$ cat config.mk
export PLATFORM = sky130hd
export DESIGN_NAME = rsa_decrypt_datapath_flat
export DESIGN_NICKNAME = d
export VERILOG_FILES = /design/src/rtl/rsa_decrypt_datapath_if.sv /design/src/rtl/rsa_decrypt_datapath.sv /design/src/flat_wrapper.sv
export SDC_FILE = /design/constraint.sdc
export NUM_CORES = 1
export LEC_CHECK = 0
export CORE_MARGIN = 4
export CORE_UTILIZATION = 40
export CTS_CLUSTER_DIAMETER = 80
export DETAILED_ROUTE_END_ITERATION = 10
export GPL_TIMING_DRIVEN = 0
export RECOVER_POWER = 25
export REMOVE_ABC_BUFFERS = 1
export SLEW_MARGIN = 20
export SYNTH_ARGS = -nofsm -noshare
export SYNTH_HDL_FRONTEND = slang
export SYNTH_SLANG_ARGS = --single-unit
$ cat constraint.sdc
create_clock -name clk_i -period 16.4 [get_ports clk_i]
set_input_delay 1.64 -clock clk_i [delete_from_list [all_inputs] [get_ports clk_i]]
set_output_delay 1.64 -clock clk_i [all_outputs]
set_load 0.01 [all_outputs]
$ cat src/rtl/rsa_decrypt_datapath_if.sv
// Start/busy/done handshake and result bus for the RSA decrypt datapath.
// The master drives start/ciphertext; the slave (datapath) returns status and result.
interface rsa_decrypt_datapath_if #(
  parameter int unsigned CW = 13,
  parameter int unsigned PW = 8
);
  logic          start;
  logic [CW-1:0] ciphertext;
  logic          busy;
  logic          done;
  logic [PW-1:0] plaintext;
  logic          pt_ovf;
  logic          err;

  modport master (
    output start, ciphertext,
    input  busy, done, plaintext, pt_ovf, err
  );

  modport slave (
    input  start, ciphertext,
    output busy, done, plaintext, pt_ovf, err
  );
endinterface

$ cat src/rtl/rsa_decrypt_datapath.sv
// Toy RSA decrypt: pt = ct^D mod N by left-to-right square-and-multiply, one mod per multiply.
// Optional macro RSA_DEC_RANGE_CHECK_EN rejects ciphertext >= N with an err/done pulse.
module rsa_decrypt_datapath #(
  parameter int unsigned N     = 3233,
  parameter int unsigned D     = 2753,
  parameter int unsigned EXP_W = 12,
  parameter int unsigned CW    = 13,
  parameter int unsigned PW    = 8
) (
  input logic                  clk_i,
  input logic                  rst_ni,
  rsa_decrypt_datapath_if.slave bus
);

  localparam int unsigned IW    = (EXP_W > 1) ? $clog2(EXP_W) : 1;
  localparam int unsigned ProdW = 2 * CW;
  localparam logic [EXP_W-1:0] DExp  = EXP_W'(D);
  localparam logic [CW-1:0]    NCw   = CW'(N);
  localparam logic [ProdW-1:0] NProd = ProdW'(N);

  typedef enum logic [2:0] {StIdle, StSq, StSqMod, StMul, StMulMod} state_e;

  state_e           state_q;
  logic [CW-1:0]    acc_q;
  logic [CW-1:0]    ct_q;
  logic [ProdW-1:0] prod_q;
  logic [IW-1:0]    bit_idx_q;
  logic             busy_q;
  logic             done_q;
  logic [PW-1:0]    plaintext_q;
  logic             pt_ovf_q;
  logic             err_q;

  logic [ProdW-1:0] rem_full;
  logic [CW-1:0]    red;
  logic             end_of_bit;
  logic             last_bit;
  logic             ct_reject;

  // Constant-modulus reduction; the remainder always fits in CW bits since N < 2^CW.
  always_comb begin
    rem_full = prod_q % NProd;
    red      = rem_full[CW-1:0];
  end

  assign last_bit   = (bit_idx_q == '0);
  assign end_of_bit = ((state_q == StSqMod) && !DExp[bit_idx_q]) || (state_q == StMulMod);

`ifdef RSA_DEC_RANGE_CHECK_EN
  assign ct_reject = (bus.ciphertext >= NCw);
`else
  assign ct_reject = 1'b0;
`endif

  always_ff @(posedge clk_i or negedge rst_ni) begin
    if (!rst_ni) begin
      state_q     <= StIdle;
      acc_q       <= '0;
      ct_q        <= '0;
      prod_q      <= '0;
      bit_idx_q   <= '0;
      busy_q      <= 1'b0;
      done_q      <= 1'b0;
      plaintext_q <= '0;
      pt_ovf_q    <= 1'b0;
      err_q       <= 1'b0;
    end else begin
      done_q <= 1'b0;
      unique case (state_q)
        StIdle: begin
          if (bus.start) begin
            if (ct_reject) begin
              done_q      <= 1'b1;
              err_q       <= 1'b1;
              plaintext_q <= '0;
              pt_ovf_q    <= 1'b0;
            end else begin
              ct_q      <= bus.ciphertext;
              acc_q     <= CW'(1);
              bit_idx_q <= IW'(EXP_W - 1);
              busy_q    <= 1'b1;
              err_q     <= 1'b0;
              state_q   <= StSq;
            end
          end
        end
        StSq: begin
          prod_q  <= ProdW'(acc_q) * ProdW'(acc_q);
          state_q <= StSqMod;
        end
        StSqMod: begin
          acc_q <= red;
          if (DExp[bit_idx_q]) state_q <= StMul;
        end
        StMul: begin
          prod_q  <= ProdW'(acc_q) * ProdW'(ct_q);
          state_q <= StMulMod;
        end
        StMulMod: acc_q <= red;
        default:  state_q <= StIdle;
      endcase

      // Bit retirement shared by the square-only and square+multiply paths.
      if (end_of_bit) begin
        if (last_bit) begin
          plaintext_q <= red[PW-1:0];
          pt_ovf_q    <= |red[CW-1:PW];
          done_q      <= 1'b1;
          busy_q      <= 1'b0;
          state_q     <= StIdle;
        end else begin
          bit_idx_q <= bit_idx_q - IW'(1);
          state_q   <= StSq;
        end
      end
    end
  end

  assign bus.busy      = busy_q;
  assign bus.done      = done_q;
  assign bus.plaintext = plaintext_q;
  assign bus.pt_ovf    = pt_ovf_q;
  assign bus.err       = err_q;

endmodule

$ cat src/flat_wrapper.sv
// flat-port wrapper written by rule: the top's interface ports become plain ports
module rsa_decrypt_datapath_flat 
#(
  parameter int unsigned N     = 3233,
  parameter int unsigned D     = 2753,
  parameter int unsigned EXP_W = 12,
  parameter int unsigned CW    = 13,
  parameter int unsigned PW    = 8
)
  (clk_i, rst_ni, bus_start, bus_ciphertext, bus_busy, bus_done, bus_plaintext, bus_pt_ovf, bus_err);
  rsa_decrypt_datapath_if #(.CW(CW), .PW(PW)) bus_i ();
  input logic clk_i;
  input logic rst_ni;
  input wire logic [$bits(bus_i.start)-1:0] bus_start;
  input wire logic [$bits(bus_i.ciphertext)-1:0] bus_ciphertext;
  output wire logic [$bits(bus_i.busy)-1:0] bus_busy;
  output wire logic [$bits(bus_i.done)-1:0] bus_done;
  output wire logic [$bits(bus_i.plaintext)-1:0] bus_plaintext;
  output wire logic [$bits(bus_i.pt_ovf)-1:0] bus_pt_ovf;
  output wire logic [$bits(bus_i.err)-1:0] bus_err;
  assign bus_i.start = bus_start;
  assign bus_i.ciphertext = bus_ciphertext;
  assign bus_busy = bus_i.busy;
  assign bus_done = bus_i.done;
  assign bus_plaintext = bus_i.plaintext;
  assign bus_pt_ovf = bus_i.pt_ovf;
  assign bus_err = bus_i.err;
  rsa_decrypt_datapath #(.N(N), .D(D), .EXP_W(EXP_W), .CW(CW), .PW(PW)) u_core (.clk_i(clk_i), .rst_ni(rst_ni), .bus(bus_i));
endmodule
==> flow_metrics.py, run 1 <==
metrics = {
    "outcome": {
        "status": "complete, but fails checks",
        "violations": "capacitance limit, slew limit",
    },
    "cells_and_area": {
        "multi_input_area_um2": 19600,
        "post-route-cell-area_um2": 25500,
        "diodes": 0,
        "drive_above_1_share": 0.206,
        "ff_latch_area_um2": 1770,
        "fillers": 4875,
        "layout.nets": 3158,
        "area_growth_pct": 20.8,
    },
    "timing": {
        "hold_ws_ns": 0.484,
        "fin_crit_ns": 16.17,
        "hold_violations": 0,
        "worst_pin_slew_ns": 2.51,
        "setup_viol": 0,
        "fin_worst_skew_ns": 0.0133,
        "maxSlewViolCount": 73,
        "fmax_ghz": 0.0618,
        "final.setup.worst_slack_ns": 0.230,
        "max_slew_margin": -0.676,
        "period_share": 0.986,
    },
    "drt": {
        "dr.pass1.iters": 6,
        "drc": 0,
        "wl_mm": 61.0,
        "first_iter_violations": 1434,
        "postRouteAntennaNets": 0,
        "dr_total_vias": 20300,
        "wl_met3_mm": 2.46,
        "wire_per_inst_um": 17.6,
        "top_layer": "met4",
        "wl_met2_mm": 30.7,
        "wl_met1_mm": 26.5,
        "via_per_inst": 5.85,
    },
    "clock_tree": {
        "clk_latency_ns": 0.36,
        "clkSinkCount": 70,
        "ctsLongestPathBuffers": 2,
        "ctsHtreeMaxLevel": 3,
        "cts_buffers": 9,
        "ctsHoldBuffers": 0,
        "cts_tree": "yes",
        "cts.clk_slew.worst_paths_ns": 0.07,
        "cts-root-buf": "clkbuf_16",
    },
    "synthesis": {
        "yosysUniqueCellTypes": 128,
        "mappedNetlistArea_um2": 21100,
        "seq_area_frac_synth": 0.0830,
        "synth-edff-count": 0,
        "yosys_warnings": 0,
        "ys.flop_type": "dfrtp_1",
        "synth_seq_cells": 70,
        "ys_async_sr_fraction": 1.00,
        "netlist_instances": 2666,
        "syn_avg_cell_area_um2": 7.91,
    },
    "global_routing": {
        "grt_pass1_vias": 19500,
        "grt_max_degree": 47,
        "grt_remaining_overflow": 0,
        "grt_pass1_wl_mm": 96.6,
        "antenna_found_initial": 1,
        "grt_use_total": 0.199,
    },
    "setup_path": {
        "cp_slowest_stage_delay_ns": 0.57,
        "start_kind": "flop",
        "timing.rr.start": "u_core.prod_q[18]",
        "cp_max_fo": 12,
        "crit_path_end_kind": "flop",
        "reg2regPathDepth": 62,
        "cp_data_required_time_ns": 16.65,
        "reg2reg_slack_ns": 0.23,
        "slowest_stage": "or4_4",
        "critPathKind": "flop to flop",
        "crit_path_start": "u_core.prod_q[18]",
        "critical_path_arrival_ns": 16.42,
        "rr_endpoint": "u_core.bus.pt_ovf",
        "endpoint": "u_core.bus.pt_ovf",
    },
    "floorplan": {
        "core_area_um2": 51700,
        "fp.dieH_um": 238,
        "initial_utilization": 0.408,
        "io_pins": 28,
        "fp-row-count": 83,
        "die_area_um2": 56500,
        "die_x_um": 238,
    },
    "worst_hold_path": {
        "hold_path_class": "flop to flop",
    },
    "placed_design": {
        "dpl_cell_area_um2": 21800,
        "globalplace.congestion": 0.901,
        "port_buffers": 26,
        "pre_cts_slack_ns": -4.80,
        "dp.final_hpwl_mm": 43.3,
    },
    "flow_run": {
        "cap_violations": 2,
    },
}
==> critical path: cells and delay by family (launching register included) <==
family | cells | cell delay [ns]
adders and majority gates | 1 | 0.19
xor gates and xnor gates | 2 | 0.36
muxes | 5 | 1.56
AOI/OAI and AO/OA | 32 | 8.66
and+or+nand+nor | 16 | 3.78
buffers and inverters | 6 | 1.03
DFF | 1 | 0.49
==> sequential cells by signal, indices dropped and copies added, names as in the netlist <==
signal and cells:
u_core.state_q 3, u_core.ct_q 13, u_core.bit_idx_q 4, u_core.bus.pt_ovf 1, u_core.bus.done 1, u_core.bus.plaintext 8, u_core.prod_q 26, u_core.acc_q 13
u_core.bus.busy 1
==> worst min-delay path by stage <==
stage | from | endpoint | cells after the start
after floorplan | u_core.bit_idx_q[0] | u_core.bit_idx_q[0] | 1
after global placement | u_core.bus.plaintext[1] | u_core.bus.plaintext[1] | 2
after detailed placement | u_core.bus.plaintext[0] | u_core.bus.plaintext[0] | 2
after CTS | u_core.bus.plaintext[1] | u_core.bus.plaintext[1] | 2
after global routing | u_core.bus.plaintext[0] | u_core.bus.plaintext[0] | 2
final | u_core.bus.plaintext[1] | u_core.bus.plaintext[1] | 2
==> placed cells by master (no fill, tap or decap), types with 21 or more instances in the layout <==
| cell type | count |
|---|---|
| a211oi_1 | 21 |
| a21o_1 | 21 |
| a21oi_1 | 116 |
| and2_1 | 139 |
| and3_1 | 25 |
| buf_4 | 175 |
| clkdlybuf4s50_1 | 25 |
| dfrtp_1 | 52 |
| fa_1 | 218 |
| ha_1 | 143 |
| inv_1 | 286 |
| nand2_1 | 332 |
| nand3_1 | 61 |
| nor2_1 | 130 |
| nor3_1 | 54 |
| o211ai_1 | 22 |
| o21ai_0 | 85 |
| o21ai_1 | 39 |
| o21bai_1 | 37 |
| xnor2_1 | 93 |
| xor2_1 | 23 |
==> synth_stat cells (all sizes together), types with 16 or more instances <==
library cell  number  area share
a31oi             29      0.0089
o211ai            29       0.012
o21bai            38       0.014
nor4              16      0.0065
a21boi            18      0.0071
o31ai             19      0.0070
nand4             20      0.0059
clkbuf            84       0.015
or2               20      0.0059
and3              27      0.0080
mux2i             24       0.012
nor3              74       0.019
xor2              33       0.014
xnor2            123       0.054
a21o              27      0.0096
buf               45       0.012
o21a              24      0.0086
dfrtp             70       0.083
o211a             18      0.0085
or3               16      0.0050
mux2              18       0.010
nand3             69       0.017
and2             146       0.043
a211oi            37       0.016
inv              286       0.051
nand2            338       0.060
a21oi            140       0.036
fa               218        0.21
ha               144       0.085
o21ai            144       0.035
nor2             142       0.026
==> logic make-up (layout without fill, tap and decap cells) <==
logic type	Yosys count	count (layout)	share of synthesized area
fa+ha+maj	365	365	0.294
buf+inv	416	529	0.0778
simple gates	939	939	0.224
flops	70	70	0.0830
mux	42	42	0.0215
other cells	1	1	0.000178
xor+xnor	157	157	0.0683
compound gates	676	682	0.232
==> per-layer routing <==
| layer | GRT usage | vias up |
|---|---|---|
| li1 | - | 9484 |
| met1 | 0.271 | 10100 |
| met2 | 0.350 | 605 |
| met3 | 0.0128 | 114 |
| met4 | 0.0425 | 0 |
| met5 | 0 | - |
==> stage by stage <==
stage,instances,utilization,setup TNS [ns]
after floorplan,2537,-,-20.10
after global placement,3243,0.419,-123.72
after detailed placement,3251,0.421,-95.30
after CTS,3334,0.454,0
after global routing,3465,0.493,-4.08
final,3465,0.493,0
==> area by class of cell <==
cell class / instances / area share
Clock inverter: 7 / 0.00250
Timing Repair Buffer: 226 / 0.0738
Sequential cell: 70 / 0.0696
Multi-Input combinational cell: 2186 / 0.770
Inverter: 287 / 0.0423
Clock buffer: 9 / 0.00884
Tap cell: 680 / 0.0334
==> what timing repair did <==
action | CTS | global route
gates cloned | 0 | 7
pin swaps | 42 | 102
setup endpoints to repair | 22 | 22
gates resized for setup | 174 | 188
buffers inserted | 67 | 124
Power of run 1 is left out: the tool's default activity adds up to more than one toggle a clock period on the data nets, which glitch-free logic cannot reach.
==> inputs of run 2 (changes only) <==
--- a/config.mk
+++ b/config.mk
@@ -7,12 +7,9 @@
 export LEC_CHECK = 0
 export CORE_MARGIN = 4
 export CORE_UTILIZATION = 40
-export CTS_CLUSTER_DIAMETER = 80
 export DETAILED_ROUTE_END_ITERATION = 10
-export GPL_TIMING_DRIVEN = 0
 export RECOVER_POWER = 25
 export REMOVE_ABC_BUFFERS = 1
-export SLEW_MARGIN = 20
 export SYNTH_ARGS = -nofsm -noshare
 export SYNTH_HDL_FRONTEND = slang
 export SYNTH_SLANG_ARGS = --single-unit
==> run 2 against run 1 <==
  * Fmax up 1.9%
  * Critical path depth down 2
  * Non-clock buffer count up 42
  * Sequential share of layout area up 0.19 points
  * Cell count up 1.1%
  * Highest routed layer unchanged
  * Global-route usage up 0.79 points
  * Register-to-register slack better by 0.30 ns
  * The run still ends with capacitance limit, slew limit left
==> flow_metrics.py, run 2 (synthesis gave the netlist of run 1 again) <==
metrics = {
    "outcome": {
        "status": "complete, but fails checks",
        "violations": "capacitance limit, slew limit",
    },
    "cells_and_area": {
        "diodes": 0,
        "fillers": 5059,
        "drive_above_1_share": 0.174,
        "reg_top3": "u_core.prod_q (26), u_core.acc_q (13), u_core.ct_q (13)",
        "ff_latch_area_um2": 1760,
        "final_cell_mix": "nand2_1 (333), inv_1 (286), buf_4 (235)",
        "final_common_cell": "nand2_1",
        "largest_reg_flops": 26,
        "post-route-cell-area_um2": 24600,
        "top_register": "u_core.prod_q",
        "area_growth_pct": 16.7,
        "multi_input_area_um2": 18500,
        "layout.nets": 3195,
    },
    "global_routing": {
        "grt_pass1_vias": 20000,
        "grt_use_total": 0.207,
        "grt_pass1_wl_mm": 99.6,
        "grt_max_degree": 71,
        "grt_remaining_overflow": 0,
        "antenna_found_initial": 1,
    },
    "floorplan": {
        "initial_utilization": 0.408,
        "fp-row-count": 83,
        "fp.dieH_um": 238,
        "core_area_um2": 51700,
        "io_pins": 28,
        "die_area_um2": 56500,
        "die_x_um": 238,
    },
    "drt": {
        "via_per_inst": 5.74,
        "first_iter_violations": 1402,
        "postRouteAntennaNets": 0,
        "wl_mm": 60.9,
        "drc": 0,
        "wire_per_inst_um": 17.4,
        "top_layer": "met4",
        "dr_total_vias": 20100,
        "wl_met1_mm": 27.9,
        "wl_met2_mm": 29.4,
        "wl_met3_mm": 2.46,
        "dr.pass1.iters": 5,
    },
    "timing": {
        "setup_viol": 0,
        "max_slew_margin": -1.81,
        "period_share": 0.968,
        "hold_violations": 0,
        "fmax_ghz": 0.0630,
        "final.setup.worst_slack_ns": 0.526,
        "fin_crit_ns": 15.87,
        "worst_pin_slew_ns": 4.21,
        "fin_worst_skew_ns": 0.0120,
        "maxSlewViolCount": 125,
    },
    "setup_path": {
        "start_kind": "flop",
        "critical_path_arrival_ns": 16.13,
        "cp_max_fo": 10,
        "cp_slowest_stage_delay_ns": 0.56,
        "cp_data_required_time_ns": 16.65,
        "crit_path_end_kind": "flop",
        "slowest_stage": "or4_4",
        "critPathKind": "flop to flop",
        "cp_common_cell": "buf_4",
    },
    "clock_tree": {
        "clk_latency_ns": 0.36,
        "cts_tree": "yes",
        "cts.clk_slew.worst_paths_ns": 0.07,
        "cts_buffers": 9,
        "clkSinkCount": 70,
        "ctsLongestPathBuffers": 2,
        "ctsHtreeMaxLevel": 3,
        "cts-root-buf": "clkbuf_16",
    },
    "placed_design": {
        "port_buffers": 26,
        "globalplace.congestion": 0.928,
        "dp.final_hpwl_mm": 47.1,
        "pre_cts_slack_ns": -0.143,
        "dpl_cell_area_um2": 23200,
    },
    "worst_hold_path": {
        "hold_path_class": "flop to flop",
    },
    "flow_run": {
        "cap_violations": 2,
    },
}
run 2: changes by cell type in the layout (fill, tap and decap cells not counted), moves of 7 or more:
cell     before  now
xnor2_1      93  109
dfrtp_2      18    8
xor2_1       23   32
a21oi_1     116  123
o211a_4       7    0
dfrtp_1      52   62
buf_6        10    3
xnor2_2      20   12
xnor2_4      10    2
buf_4       175  235
xor2_2       10    1
run 2: timing repair:
action,4_1_cts,5_1_grt
hold buffers,0,0
resized for setup,5,162
pin swaps,3,45
endpoints found under the setup margin,19,22
cloned,0,1
setup buffers,5,36
run 2: routing by layer:
| layer | track usage | vias to the layer above |
|---|---|---|
| met5 | 0 | - |
| met1 | 0.287 | 9914 |
| li1 | - | 9564 |
| met4 | 0.0462 | 0 |
| met3 | 0.0188 | 89 |
| met2 | 0.352 | 545 |
run 2: path summary, 6_finish.rpt:
kind	startpoint	to	slack (ns)	depth (start not counted)
max	u_core.prod_q[20]	u_core.bus.pt_ovf	0.53	60
min	u_core.bus.plaintext[1]	u_core.bus.plaintext[1]	0.49	2
max reg2reg	u_core.prod_q[20]	u_core.bus.pt_ovf	0.53	60
min reg2reg	u_core.bus.plaintext[1]	u_core.bus.plaintext[1]	0.49	2
max in group asynchronous	rst_ni	u_core.prod_q[14]	10.97	1
min in group asynchronous	rst_ni	u_core.ct_q[4]	2.75	1
run 2: metrics by stage:
stage,setup TNS [ns],hold WS [ns],util,instances
detailed placement,-0.578,0.479,0.448,3444
floorplan,-20.10,0.489,-,2537
global placement,-0.0288,0.471,0.448,3444
global route,-0.780,0.520,0.476,3502
finish,0,0.488,0.476,3502
CTS,0,0.496,0.455,3465
run 2: cell type report:
type                            count  share of cell area
Inverter                          287              0.0437
Multi-Input combinational cell   2181               0.752
Sequential cell                    70              0.0715
Clock inverter                      5             0.00264
Clock buffer                       11             0.00986
Timing Repair Buffer              268              0.0859
Tap cell                          680              0.0345
run 2: critical path: cells and delay by family (launching register included):
| family | cells | cell delay, ns |
|---|---|---|
| and+or+nand+nor | 22 | 6.59 |
| DFF | 1 | 0.49 |
| AOI/OAI and AO/OA | 26 | 5.93 |
| xor gates and xnor gates | 2 | 0.44 |
| buffers and inverters | 7 | 1.25 |
| muxes | 3 | 1.03 |
Power of run 2 is left out for the same reason.
